**config.mk**
```make
export PLATFORM = sky130hd
export DESIGN_NAME = box_overlay
export DESIGN_NICKNAME = d
export VERILOG_FILES = /design/src/rtl/box_overlay_pkg.sv /design/src/rtl/box_hit_cmp.sv /design/src/rtl/box_overlay.sv
export SDC_FILE = /design/constraint.sdc
export NUM_CORES = 1
export LEC_CHECK = 0
export BUFFER_PORTS_ARGS = -buffer_cell sky130_fd_sc_hd__clkbuf_2
export CAP_MARGIN = 25
export CORE_MARGIN = 3
export CORE_UTILIZATION = 57
export DETAILED_ROUTE_END_ITERATION = 10
export GPL_TIMING_DRIVEN = 0
export PLACE_DENSITY = 0.77
export SYNTH_ARGS = -nofsm -noshare
export SYNTH_HDL_FRONTEND = slang
export SYNTH_SLANG_ARGS = --single-unit
```
**constraint.sdc**
```tcl
create_clock -name sclk -period 10.49 [get_ports sclk]
set_input_delay 1.5735 -clock sclk [delete_from_list [all_inputs] [get_ports sclk]]
set_output_delay 1.5735 -clock sclk [all_outputs]
set_load 0.1 [all_outputs]
```
**src/rtl/box_overlay_pkg.sv**
```systemverilog
// Shared definitions for the box overlay: RGB565 colours and
// helpers that unpack the {max, min} coordinate words.
package box_overlay_pkg;

    localparam logic [15:0] RGB565_RED   = 16'hF800;
    localparam logic [15:0] RGB565_GREEN = 16'h07E0;
    localparam logic [15:0] RGB565_BLUE  = 16'h001F;
    localparam logic [15:0] RGB565_WHITE = 16'hFFFF;
    localparam logic [15:0] RGB565_BLACK = 16'h0000;

    localparam int CNT_W = 4;

    function automatic logic [15:0] coor_min(input logic [31:0] c);
        return c[15:0];
    endfunction

    function automatic logic [15:0] coor_max(input logic [31:0] c);
        return c[31:16];
    endfunction

endpackage

```
**src/rtl/box_hit_cmp.sv**
```systemverilog
// One stored box against the current pixel position: true when the
// pixel lies inside the box and within THICK pixels of its outline.
module box_hit_cmp
    import box_overlay_pkg::*;
#(
    parameter int CW    = 16,
    parameter int THICK = 2
) (
    input  logic [CW-1:0] x,
    input  logic [CW-1:0] y,
    input  logic [CW-1:0] x_min,
    input  logic [CW-1:0] x_max,
    input  logic [CW-1:0] y_min,
    input  logic [CW-1:0] y_max,
    output logic          hit
);

    localparam logic [CW:0] TK = (CW+1)'(THICK);

    logic [CW:0] xe, ye, x0, x1, y0, y1;
    logic        inx, iny, edge_x, edge_y;

    assign xe = {1'b0, x};
    assign ye = {1'b0, y};
    assign x0 = {1'b0, x_min};
    assign x1 = {1'b0, x_max};
    assign y0 = {1'b0, y_min};
    assign y1 = {1'b0, y_max};

    assign inx = (x0 <= xe) && (xe <= x1);
    assign iny = (y0 <= ye) && (ye <= y1);

    // x > x_max-THICK rewritten as x+THICK > x_max so nothing wraps
    assign edge_x = (xe < x0 + TK) || (xe + TK > x1);
    assign edge_y = (ye < y0 + TK) || (ye + TK > y1);

    assign hit = inx && iny && (edge_x || edge_y);

endmodule

```
**src/rtl/box_overlay.sv**
```systemverilog
// Captures box reports during frame N into a shadow bank and draws
// their outlines onto the RGB565 stream of frame N+1.
module box_overlay
    import box_overlay_pkg::*;
#(
    parameter int          MAX_BOX   = 4,
    parameter int          THICK     = 2,
    parameter logic [15:0] BOX_COLOR = RGB565_RED,
    parameter int          CW        = 16
) (
    input  logic             sclk,
    input  logic             s_rst,
    input  logic             vsync_i,
    input  logic             hsync_i,
    input  logic             data_en_i,
    input  logic [15:0]      data_i,
    input  logic             overlay_en,
    input  logic             coor_valid_flag,
    input  logic [15:0]      valid_num,
    input  logic [31:0]      x_coor,
    input  logic [31:0]      y_coor,
    output logic             vsync_o,
    output logic             hsync_o,
    output logic             data_en_o,
    output logic [15:0]      data_o,
    output logic [CNT_W-1:0] box_cnt_o,
    output logic             ovf_o
);

    logic          vs_q, de_q;
    logic          vs_rise, de_fall;
    logic [CW-1:0] x_cnt, y_cnt;

    assign vs_rise = vsync_i && !vs_q;
    assign de_fall = de_q && !data_en_i;

    always_ff @(posedge sclk) begin
        if (s_rst) begin
            vs_q  <= 1'b0;
            de_q  <= 1'b0;
            x_cnt <= '0;
            y_cnt <= '0;
        end else begin
            vs_q <= vsync_i;
            de_q <= data_en_i;
            if (vs_rise) begin
                x_cnt <= '0;
                y_cnt <= '0;
            end else if (de_fall) begin
                x_cnt <= '0;
                y_cnt <= y_cnt + 1'b1;
            end else if (data_en_i) begin
                x_cnt <= x_cnt + 1'b1;
            end
        end
    end

    logic [15:0]   xl_f, xh_f, yl_f, yh_f;
    logic [CW-1:0] rx0, rx1, ry0, ry1;
    logic          accept;

    assign xl_f = coor_min(x_coor);
    assign xh_f = coor_max(x_coor);
    assign yl_f = coor_min(y_coor);
    assign yh_f = coor_max(y_coor);
    assign rx0  = xl_f[CW-1:0];
    assign rx1  = xh_f[CW-1:0];
    assign ry0  = yl_f[CW-1:0];
    assign ry1  = yh_f[CW-1:0];

    assign accept = coor_valid_flag && (valid_num != 16'd0)
                 && (rx0 <= rx1) && (ry0 <= ry1);

    logic [CW-1:0]    shd_x0 [MAX_BOX];
    logic [CW-1:0]    shd_x1 [MAX_BOX];
    logic [CW-1:0]    shd_y0 [MAX_BOX];
    logic [CW-1:0]    shd_y1 [MAX_BOX];
    logic [CW-1:0]    act_x0 [MAX_BOX];
    logic [CW-1:0]    act_x1 [MAX_BOX];
    logic [CW-1:0]    act_y0 [MAX_BOX];
    logic [CW-1:0]    act_y1 [MAX_BOX];
    logic [CNT_W-1:0] shd_cnt;
    logic             shd_ovf;

    // Swap wins over a coinciding strobe, which lands in the new slot 0
    always_ff @(posedge sclk) begin
        if (s_rst) begin
            shd_cnt   <= '0;
            shd_ovf   <= 1'b0;
            box_cnt_o <= '0;
            ovf_o     <= 1'b0;
        end else if (vs_rise) begin
            for (int i = 0; i < MAX_BOX; i++) begin
                act_x0[i] <= shd_x0[i];
                act_x1[i] <= shd_x1[i];
                act_y0[i] <= shd_y0[i];
                act_y1[i] <= shd_y1[i];
            end
            box_cnt_o <= shd_cnt;
            ovf_o     <= shd_ovf;
            shd_ovf   <= 1'b0;
            if (accept) begin
                shd_x0[0] <= rx0;
                shd_x1[0] <= rx1;
                shd_y0[0] <= ry0;
                shd_y1[0] <= ry1;
                shd_cnt   <= CNT_W'(1);
            end else begin
                shd_cnt <= '0;
            end
        end else if (accept) begin
            if (shd_cnt == CNT_W'(MAX_BOX)) begin
                shd_ovf <= 1'b1;
            end else begin
                for (int i = 0; i < MAX_BOX; i++) begin
                    if (shd_cnt == CNT_W'(i)) begin
                        shd_x0[i] <= rx0;
                        shd_x1[i] <= rx1;
                        shd_y0[i] <= ry0;
                        shd_y1[i] <= ry1;
                    end
                end
                shd_cnt <= shd_cnt + 1'b1;
            end
        end
    end

    logic [MAX_BOX-1:0] hit_raw, hit_c;

    for (genvar g = 0; g < MAX_BOX; g++) begin : g_cmp
        box_hit_cmp #(
            .CW    (CW),
            .THICK (THICK)
        ) u_cmp (
            .x     (x_cnt),
            .y     (y_cnt),
            .x_min (act_x0[g]),
            .x_max (act_x1[g]),
            .y_min (act_y0[g]),
            .y_max (act_y1[g]),
            .hit   (hit_raw[g])
        );
        assign hit_c[g] = hit_raw[g] && (CNT_W'(g) < box_cnt_o);
    end

    logic               vs1, hs1, de1, ov1;
    logic [15:0]        d1;
    logic [MAX_BOX-1:0] hit1;

    always_ff @(posedge sclk) begin
        if (s_rst) begin
            vs1       <= 1'b0;
            hs1       <= 1'b0;
            de1       <= 1'b0;
            ov1       <= 1'b0;
            d1        <= '0;
            hit1      <= '0;
            vsync_o   <= 1'b0;
            hsync_o   <= 1'b0;
            data_en_o <= 1'b0;
            data_o    <= '0;
        end else begin
            vs1       <= vsync_i;
            hs1       <= hsync_i;
            de1       <= data_en_i;
            ov1       <= overlay_en;
            d1        <= data_i;
            hit1      <= hit_c;
            vsync_o   <= vs1;
            hsync_o   <= hs1;
            data_en_o <= de1;
            if (!de1)
                data_o <= '0;
            else if (ov1 && |hit1)
                data_o <= BOX_COLOR;
            else
                data_o <= d1;
        end
    end

endmodule

```
== After elaboration in Yosys (flattened, before gate mapping) ==
Memories as Yosys holds them, arrays and structs flattened.
Index checks and enable logic that the tools add are counted.
Word-level totals
  bits of input ports: 103
  memories: 8
  RAM bits: 512
  flip-flop bits (word level): 85
Memories
  act_x0: words 4, width 16, read ports 4, clocked after Yosys merged registers in 0, write ports 4, line box_overlay.sv:78  | logic [CW-1:0] act_x0 [MAX_BOX];
  act_x1: words 4, width 16, read ports 4, clocked after Yosys merged registers in 0, write ports 4, line box_overlay.sv:79  | logic [CW-1:0] act_x1 [MAX_BOX];
  act_y0: words 4, width 16, read ports 4, clocked after Yosys merged registers in 0, write ports 4, line box_overlay.sv:80  | logic [CW-1:0] act_y0 [MAX_BOX];
  act_y1: words 4, width 16, read ports 4, clocked after Yosys merged registers in 0, write ports 4, line box_overlay.sv:81  | logic [CW-1:0] act_y1 [MAX_BOX];
  shd_x0: words 4, width 16, read ports 4, clocked after Yosys merged registers in 0, write ports 1, line box_overlay.sv:74  | logic [CW-1:0] shd_x0 [MAX_BOX];
  shd_x1: words 4, width 16, read ports 4, clocked after Yosys merged registers in 0, write ports 1, line box_overlay.sv:75  | logic [CW-1:0] shd_x1 [MAX_BOX];
  +2 memories
Operators by class
  eq/ne operators: 5
  bitwise logic cells: 5
  $lt $le $gt $ge: 38
  reductions and logical operators: 62
  mux-type cells: 76
  $add $sub $neg: 13
Operators by type and width (count)
  <= comparator 16 bit: 18
  2-to-1 mux 16 bit: 17
  OR reduction 16 bit: 12
  adder 16 x 2 -> 17 bit, second input constant: 10
  > comparator 17 x 16 -> 1 bit: 8
  < comparator 16 x 17 -> 1 bit: 8
  2-to-1 mux 1 bit: 44
  adder 16 x 1 -> 16 bit, second input constant: 2
  logical AND 1 bit: 26
  2-to-1 mux 2 bit: 12
  nonzero test 16 bit: 1
  logical OR 1 bit: 12
  2-to-1 mux 4 bit: 3
  == test 4 x 2 -> 1 bit, second input constant: 2
  < comparator 1 x 4 -> 1 bit, first input constant: 2
  < comparator 2 x 4 -> 1 bit, first input constant: 2
  OR reduction 3 bit: 2
  adder 4 x 1 -> 4 bit, second input constant: 1
  == test 4 x 1 -> 1 bit, second input constant: 1
  == test 4 x 3 -> 1 bit, second input constant: 1
  zero test 4 bit: 1
  bitwise OR 1 bit: 4
  AND reduction 2 bit: 2
  OR reduction 2 bit: 2
  other kinds (5): 6

== Longest topological paths before layout ==
Gate-level depths: netlist of the first run.
  depth after elaboration: 12
  mapped depth: 14
  gate-level depth less buffers: 14

== Cells and area by module ==
A second synthesis of the first run with hierarchy kept.
Second synthesis, totals
  cell total of the unflattened synthesis: 3026
  area, all modules: 34817.1 um^2
Modules (own cells, without submodules)
  box_overlay: area each 19283.5 um^2, seq. area each 17076.4 um^2, cells an instance 942, instances 1
  box_hit_cmp (g_cmp[3].u_cmp): area each 3913.8 um^2, seq. area each 0.0 um^2, cells an instance 530, instances 1
  box_hit_cmp (g_cmp[2].u_cmp): area each 3910.0 um^2, seq. area each 0.0 um^2, cells an instance 531, instances 1
  box_hit_cmp (g_cmp[0].u_cmp): area each 3882.5 um^2, seq. area each 0.0 um^2, cells an instance 517, instances 1
  box_hit_cmp (g_cmp[1].u_cmp): area each 3827.4 um^2, seq. area each 0.0 um^2, cells an instance 506, instances 1

== Worst setup path after synthesis of the first run ==
No wires, ideal clock.
  path kind: input port to flip-flop
  start: input port vsync_i
  end: memory shd_x0[0][0], enable pin
  setup slack: -932 ps
  stages: 4
  arrival: 10995 ps
  setup time: 427 ps
  path buffers: 1
  cells stage by stage: nor2b_1 nor2b_1 clkbuf_1 o21a_1
On the way
  word-level cells in the longest chain between the ends: 8
  elaborated cells on any way between the ends: 26
  those cells by class: 21 x mux; 1 x bitwise; 4 x reduce/logical
Ends and longest elaborated chain
  start, declared: line box_overlay.sv:13  | input logic vsync_i,
  logical AND 1 bit (*): line box_overlay.sv:34  | assign vs_rise = vsync_i && !vs_q;
  2-to-1 mux 1 bit: line box_overlay.sv:92  | end else if (vs_rise) begin
  2-to-1 mux 1 bit: line box_overlay.sv:87  | if (s_rst) begin
  2-to-1 mux 1 bit (on tied branches): line box_overlay.sv:117, box_overlay.sv:103
  OR reduction 16 bit (no line) / bitwise OR 1 bit (equally long branches)
  2-to-1 mux 2 bit (no line) / 2-to-1 mux 1 bit (equally long branches) (3 in a row)
  end, declared: line box_overlay.sv:74
Every way passes the cells marked *; elsewhere a longest branch is shown, timed or not.

== Worst setup path after layout of the first run ==
  start: register y_cnt[8]
  end: register hit1[2]
On the way
  word-level cells in the longest chain between the ends: 6
  elaborated cells on any way between the ends: 11
  those cells by class: 1 x add/sub; 4 x order compare; 6 x reduce/logical
Ends and longest elaborated chain
  start, declared: line box_overlay.sv:32  | logic [CW-1:0] x_cnt, y_cnt;
  start signal, assigned: line box_overlay.sv:51  | y_cnt <= y_cnt + 1'b1;
  adder 16 x 2 -> 17 bit: line box_hit_cmp.sv:35  | assign edge_y = (ye < y0 + TK) || (ye + TK > y1);
  > comparator 17 x 16 -> 1 bit: line box_hit_cmp.sv:35
  logical OR 1 bit: line box_hit_cmp.sv:35
  logical OR 1 bit: line box_hit_cmp.sv:37  | assign hit = inx && iny && (edge_x || edge_y);
  logical AND 1 bit (*): line box_hit_cmp.sv:37
  logical AND 1 bit (*): line box_overlay.sv:143  | assign hit_c[g] = hit_raw[g] && (CNT_W'(g) < box_cnt_o);
  end signal, assigned: line box_overlay.sv:168  | hit1 <= hit_c;
  end, declared: line box_overlay.sv:148  | logic [MAX_BOX-1:0] hit1;
Marks and branches as above.
A chain may end at the register's enable or synchronous reset.

==> flow_summary.toml, run 1 <==
[outcome]
outcome = "finished clean"

[synthesis]
syn_inst = 2733
synthesis.area_mm2 = 0.03296
netlist.area_leader.share_pct = 46.64
synth-edff-count = 512
synth_compound_area_share_pct = 9.379
yosys_warnings = 0
syn_nets = 3388
yosys.area_share.adder_pct = 20.95
yosys.area_share.simple_pct = 11.01
synth_area_per_cell_um2 = 12.06
yosys-top-cells-area = "edfxtp_1, ha_1, dfxtp_1"
synth_top_family_by_area = "adder cells"
synth_seq_cells = 597
synthArstFlopShare_pct = 0
synth_cell_types = 75
yosysTopAreaCell = "edfxtp_1"
ys.flop_type = "edfxtp_1"
ys_seq_area_share_pct = 51.80
synthMuxAreaShare_pct = 0.1253
synthXorXnorAreaFrac_pct = 3.959

[global_route]
antenna_found_initial = 2
grt_pass1_wl_um = 129300
grtUsageTotal_pct = 28.10
grt-ovfl-total = 0
first_global_vias = 22257
grt_max_degree = 114

[sta]
clock_skew_ns = 0.01398
fin_tns_setup_ns = 0
fin_ws_ns = 5.649
drv_slew = 0
fmax_ghz = 0.2066
setup_viol = 0
fin_crit_ns = 4.841
finalHoldWorstSlack_ns = 0.4124
hold_viol_final = 0
fin_crit_sh_pct = 46.15
slew_headroom_pct = 41.43
rsz0062_at_grt = "false"
worst_pin_slew_ns = 0.8564

[place]
place_area_mm2 = 0.03474
place_inst = 3622
dp_slack_ns = 5.434
hpwl_um = 65490
portBuffers = 125
gp_congestion = 0.9309

[setup_path]
start_kind = "flip-flop"
cp-end-kind = "flip-flop"
startpoint = "y_cnt[8]"
critical_path_buf_inv_count = 1
regToRegStartpoint = "y_cnt[8]"
cp_slowest_cell = "dfxtp_1"
max_stage_delay_ns = 0.72
cp_cell_sequence = "clkbuf_1 -> nand4_1 -> nor3_1 -> nand4_1 -> xnor2_1 -> ha_1 -> a21o_1 -> a21oi_1 -> nand2b_1 -> a2111oi_0 -> a211oi_1 -> a311oi_1 -> a211oi_1"
arrival_ns = 5.31
critPathTopFamily = "compound AO/OA/AOI/OAI gates"
r2r.worst_path.cells = 13
rr_endpoint = "hit1[2]"
r2r_slack_ns = 5.65
path_depth = 13
path_max_fanout = 9
endpoint = "hit1[2]"
required_ns = 10.96
critPathKind = "reg -> reg"

[floorplanning]
rows = 87
core_area_mm2 = 0.05682
die_w_um = 246.5
ios = 127
dieArea_mm2 = 0.06075
die_height_um = 246.5
initial_core_util_pct = 58.01

[routing]
drtIter0Drc = 1498
finalWirelength_um = 85110
ant_nets = 0
drc = 0
wl_per_cell_um = 22.81
drt-pass1-iter-count = 5
via_per_inst = 5.978
dr_total_vias = 22309

[power]
power_leakage_nw = 15.18
power_density_mw_per_mm2 = 141.5
power_mw = 5.214
peakVddDrop_uv = 153.0

[cts]
holdBufCountCts = 0
ctsResizeCount = 0
clock-sinks = 597
htreeDepth = 2
clkLatencyLatePin_ns = 0.63
clk_pin_slew_ns = 0.07
cts_tree = "built"
cts_buffer_depth = 3
clk_root_buffer_cell = "clkbuf_16"
cts_made_buffers = 59
cts_setup_buffers = 0

[cells_and_area]
area_delta_synth_final_pct = 11.76
drive_above_1_share_pct = 8.538
final_nets = 3583
final_area_mm2 = 0.03684
fin_cells = 3732
num-fill-cells = 4316
finish.utilization_pct = 64.83
seq_area_mm2 = 0.01708
multiInputGateArea_mm2 = 0.01500

[min_path]
hold_depth = 0
worstHoldPathType = "reg -> reg"

[flow_run]
max_cap_violations = 0
state kept, by name, summed over array words and instances, names as in the netlist:
register   cells
shd_y0        64
hs1            1
y_cnt         16
shd_y1        64
act_y0        64
vs1            1
hsync_o        1
data_en_o      1
shd_x0        64
act_y1        64
x_cnt         16
shd_ovf        1
de1            1
box_cnt_o      4
ovf_o          1
data_o        16
shd_cnt        4
ov1            1
vsync_o        1
hit1           4
shd_x1        64
d1            16
act_x1        64
act_x0        64
power by group:
part	leakage, nW	total [mW]	internal, mW	switching [mW]
Sequential	5.38	2.66	2.62	0.0328
Combinational	8.78	0.282	0.0956	0.186
Clock	1.01	2.27	1.37	0.905
Total	15.2	5.21	4.09	1.12
Yosys cell counts (5+ instances only):
master,count
edfxtp_1,512
o2111ai_1,5
o21ai_0,107
nor4_1,21
a21oi_1,155
a21boi_0,8
nand2_1,132
o21a_1,14
o21bai_1,10
nor3_1,44
nand3_1,113
nor2_1,150
and2_1,15
a22o_1,5
a31oi_1,8
a21o_1,42
and3_1,36
nand2b_1,10
a211o_1,10
dfxtp_1,85
a211oi_1,33
a2111oi_0,10
inv_1,225
xnor2_1,85
or3_1,15
and4_1,16
a221oi_1,5
ha_1,552
o211ai_1,27
nand4_1,88
nor2b_1,38
clkbuf_1,11
xor2_1,64
how the worst min path moves through the flow:
stage	start	to
finish	shd_y1[2][14]	act_y1[2][14]
detailed placement	shd_x1[2][0]	act_x1[2][0]
global placement	shd_x1[1][12]	act_x1[1][12]
global route	shd_y1[0][1]	act_y1[0][1]
CTS	shd_y0[3][11]	act_y0[3][11]
floorplan	shd_x0[0][0]	act_x0[0][0]
metal layers:
| layer | vias up | global-route usage, % | wire length (µm) |
|---|---|---|---|
| li1 | 10706 | - | - |
| met1 | 10757 | 35.33 | 35290 |
| met2 | 630 | 48.62 | 41500 |
| met3 | 212 | 3.309 | 4100 |
| met4 | 4 | 12.88 | 4206 |
| met5 | - | 0 | 23 |
final cells by class:
type / count / share of cell area [%]
diodes: 1 / 0.006793
plain buffers: 15 / 0.2174
clock buffers: 64 / 4.059
clock inverters: 44 / 1.593
inverters: 225 / 2.292
multi-input cells: 1896 / 40.70
flip-flops and latches: 597 / 46.35
well taps: 756 / 2.568
repair buffers: 134 / 2.208
cells in the final DEF (no fill, tap or decap), drive strengths merged, types with 27 or more instances in the layout:
master,instances
clkbuf,200
a21oi,155
nor3,46
xor2,64
nor2b,38
nand2,132
xnor2,85
nand3,114
edfxtp,512
dfxtp,85
o21ai,107
a211oi,35
ha,552
inv,227
nand4,88
a21o,42
nor2,150
and3,39
o211ai,27
kinds of logic (layout without fill, tap and decap cells):
family | count (synthesis) | in the layout
AO/OA/AOI/OAI | 485 | 485
XOR/XNOR | 149 | 149
adder cells (fa/ha/maj) | 552 | 552
buffers and inverters | 240 | 482
flip-flops | 597 | 597
multiplexers | 4 | 4
other | 0 | 1
AND/OR/NAND/NOR | 706 | 706
Power figures use the tool's default switching activity.
==> run 2: changes to the inputs <==
CORE_UTILIZATION = 63   (was 57)
PLACE_DENSITY = 0.81   (was 0.77)
clock period = 4.75 ns   (was 10.49 ns; I/O delays follow)
==> flow_summary.toml, run 2 (same netlist as run 1, synthesis figures left out) <==
[sta]
drv_slew = 0
setup_viol = 0
clock_skew_ns = 0.01266
fin_crit_ns = 4.613
rsz0062_at_grt = "false"
slew_headroom_pct = 29.00
worst_pin_slew_ns = 1.062
finalHoldWorstSlack_ns = 0.3031
hold_viol_final = 0
fmax_ghz = 0.2168
fin_tns_setup_ns = 0
fin_crit_sh_pct = 97.11

[cts]
cts_setup_buffers = 0
htreeDepth = 2
clk_pin_slew_ns = 0.06
cts_buffer_depth = 3
clkLatencyLatePin_ns = 0.62
cts_made_buffers = 59
clk_root_buffer_cell = "clkbuf_16"
clock-sinks = 597
cts_tree = "built"

[floorplanning]
die_w_um = 234.7
ios = 127
dieArea_mm2 = 0.05511
initial_core_util_pct = 64.00
core_area_mm2 = 0.05151
die_height_um = 234.7
rows = 83

[setup_path]
critPathKind = "reg -> reg"
max_stage_delay_ns = 0.89
path_max_fanout = 13
cp_slowest_cell = "dfxtp_1"
start_kind = "flip-flop"
critPathTopFamily = "compound AO/OA/AOI/OAI gates"
cp-end-kind = "flip-flop"
required_ns = 5.24
arrival_ns = 5.10
cp_cell_sequence = "inv_1 -> nor3_1 -> nand2_1 -> xnor2_1 -> ha_1 -> and4_1 -> a2111oi_0 -> a21oi_1 -> o31ai_1 -> a31oi_1"
critical_path_buf_inv_count = 1

[routing]
wl_met3_um = 5079
via_per_inst = 6.272
drtIter0Drc = 1984
drc = 0
dr_total_vias = 22894
finalWirelength_um = 85980
met2_length_um = 41340
drt-pass1-iter-count = 7
wl_per_cell_um = 23.56
wl_met1_um = 34540
top_layer = "met5"
ant_nets = 0

[cells_and_area]
drive_above_1_share_pct = 8.519
n_antenna_cell = 0
fin_cells = 3650
num-fill-cells = 3526
final_nets = 3579
area_delta_synth_final_pct = 11.00
finish.utilization_pct = 71.03
final_common_cell = "ha_1"
mostFrequentLayoutCells = "ha_1, edfxtp_1, inv_1"

[global_route]
antenna_found_initial = 1
first_global_vias = 22597
grtUsageTotal_pct = 30.67
grt-ovfl-total = 0
grt_max_degree = 165
grt_pass1_wl_um = 130200

[power]
power_density_mw_per_mm2 = 307.1
power_leakage_nw = 15.09
power_mw = 11.24
peakVddDrop_uv = 317.1

[place]
hpwl_um = 65450
gp_congestion = 0.9492
portBuffers = 125
place_inst = 3543

[flow_run]
max_cap_violations = 0

[outcome]
outcome = "finished clean"

[min_path]
worstHoldPathType = "in -> reg"
==> run 2: cell types whose count changed in the layout (fill, tap and decap cells not counted), sizes merged <==
cell / change
buf: -3
inv: +2
clkbuf: +9
clkinvlp: -1
clkinv: -3
diode: -1
dlymetal6s2s: -1
bufinv: -8
==> run 2: stage by stage <==
step / cell area, µm² / setup slack (ns)
2_1_floorplan: 32970 / 0.5479
3_3_place_gp: 34450 / -1.324
3_5_place_dp: 34620 / 0.002158
4_1_cts: 36590 / 0.1600
5_1_grt: 36590 / 0.002110
6_report: 36590 / 0.1373
==> run 2: routing by layer <==
layer / track usage (%) / vias to the layer above
li1: - / 10684
met1: 38.64 / 11081
met2: 52.10 / 881
met3: 3.697 / 246
met4: 16.36 / 2
met5: 0 / -
==> run 2: worst reg2reg max path, stage by stage, from the launching register on <==
cell	delay (ns)
dfxtp_1	0.89
inv_1	0.38
nor3_1	0.47
nand2_1	0.12
xnor2_1	0.61
ha_1	0.38
and4_1	0.23
a2111oi_0	0.58
a21oi_1	0.14
o31ai_1	0.53
a31oi_1	0.15
==> run 2: final timing paths <==
path,endpoint,slack [ns],cells past startpoint,start
min,d1[2],0.30,2,data_i[2]
max reg2reg,hit1[3],0.14,10,y_cnt[10]
min reg2reg,act_y1[3][8],0.40,0,shd_y1[3][8]
max,hit1[3],0.14,10,y_cnt[10]
==> run 2: power by group <==
part	total (mW)	switching, mW	internal [mW]
Combinational	0.622	0.413	0.210
Sequential	5.87	0.0769	5.80
Clock	4.74	1.99	2.75
Total	11.2	2.48	8.75
==> run 2: area by class of cell <==
type                       instances  area (µm²)  area share [%]
clock buffer                      73        1623           4.435
inverter                         225       844.6           2.308
buffer                            15       91.34          0.2496
clock inverter                    34       342.8          0.9370
multi-input combinational       1896       15000           41.00
timing repair buffer             130       755.7           2.065
tap                              680       850.8           2.325
sequential                       597       17080           46.68
==> run 2: repair_timing <==
item / CTS / global route
hold buffers: 0 / 0
endpoints found under the setup margin: 1 / 2
gates resized for setup: 1 / 2
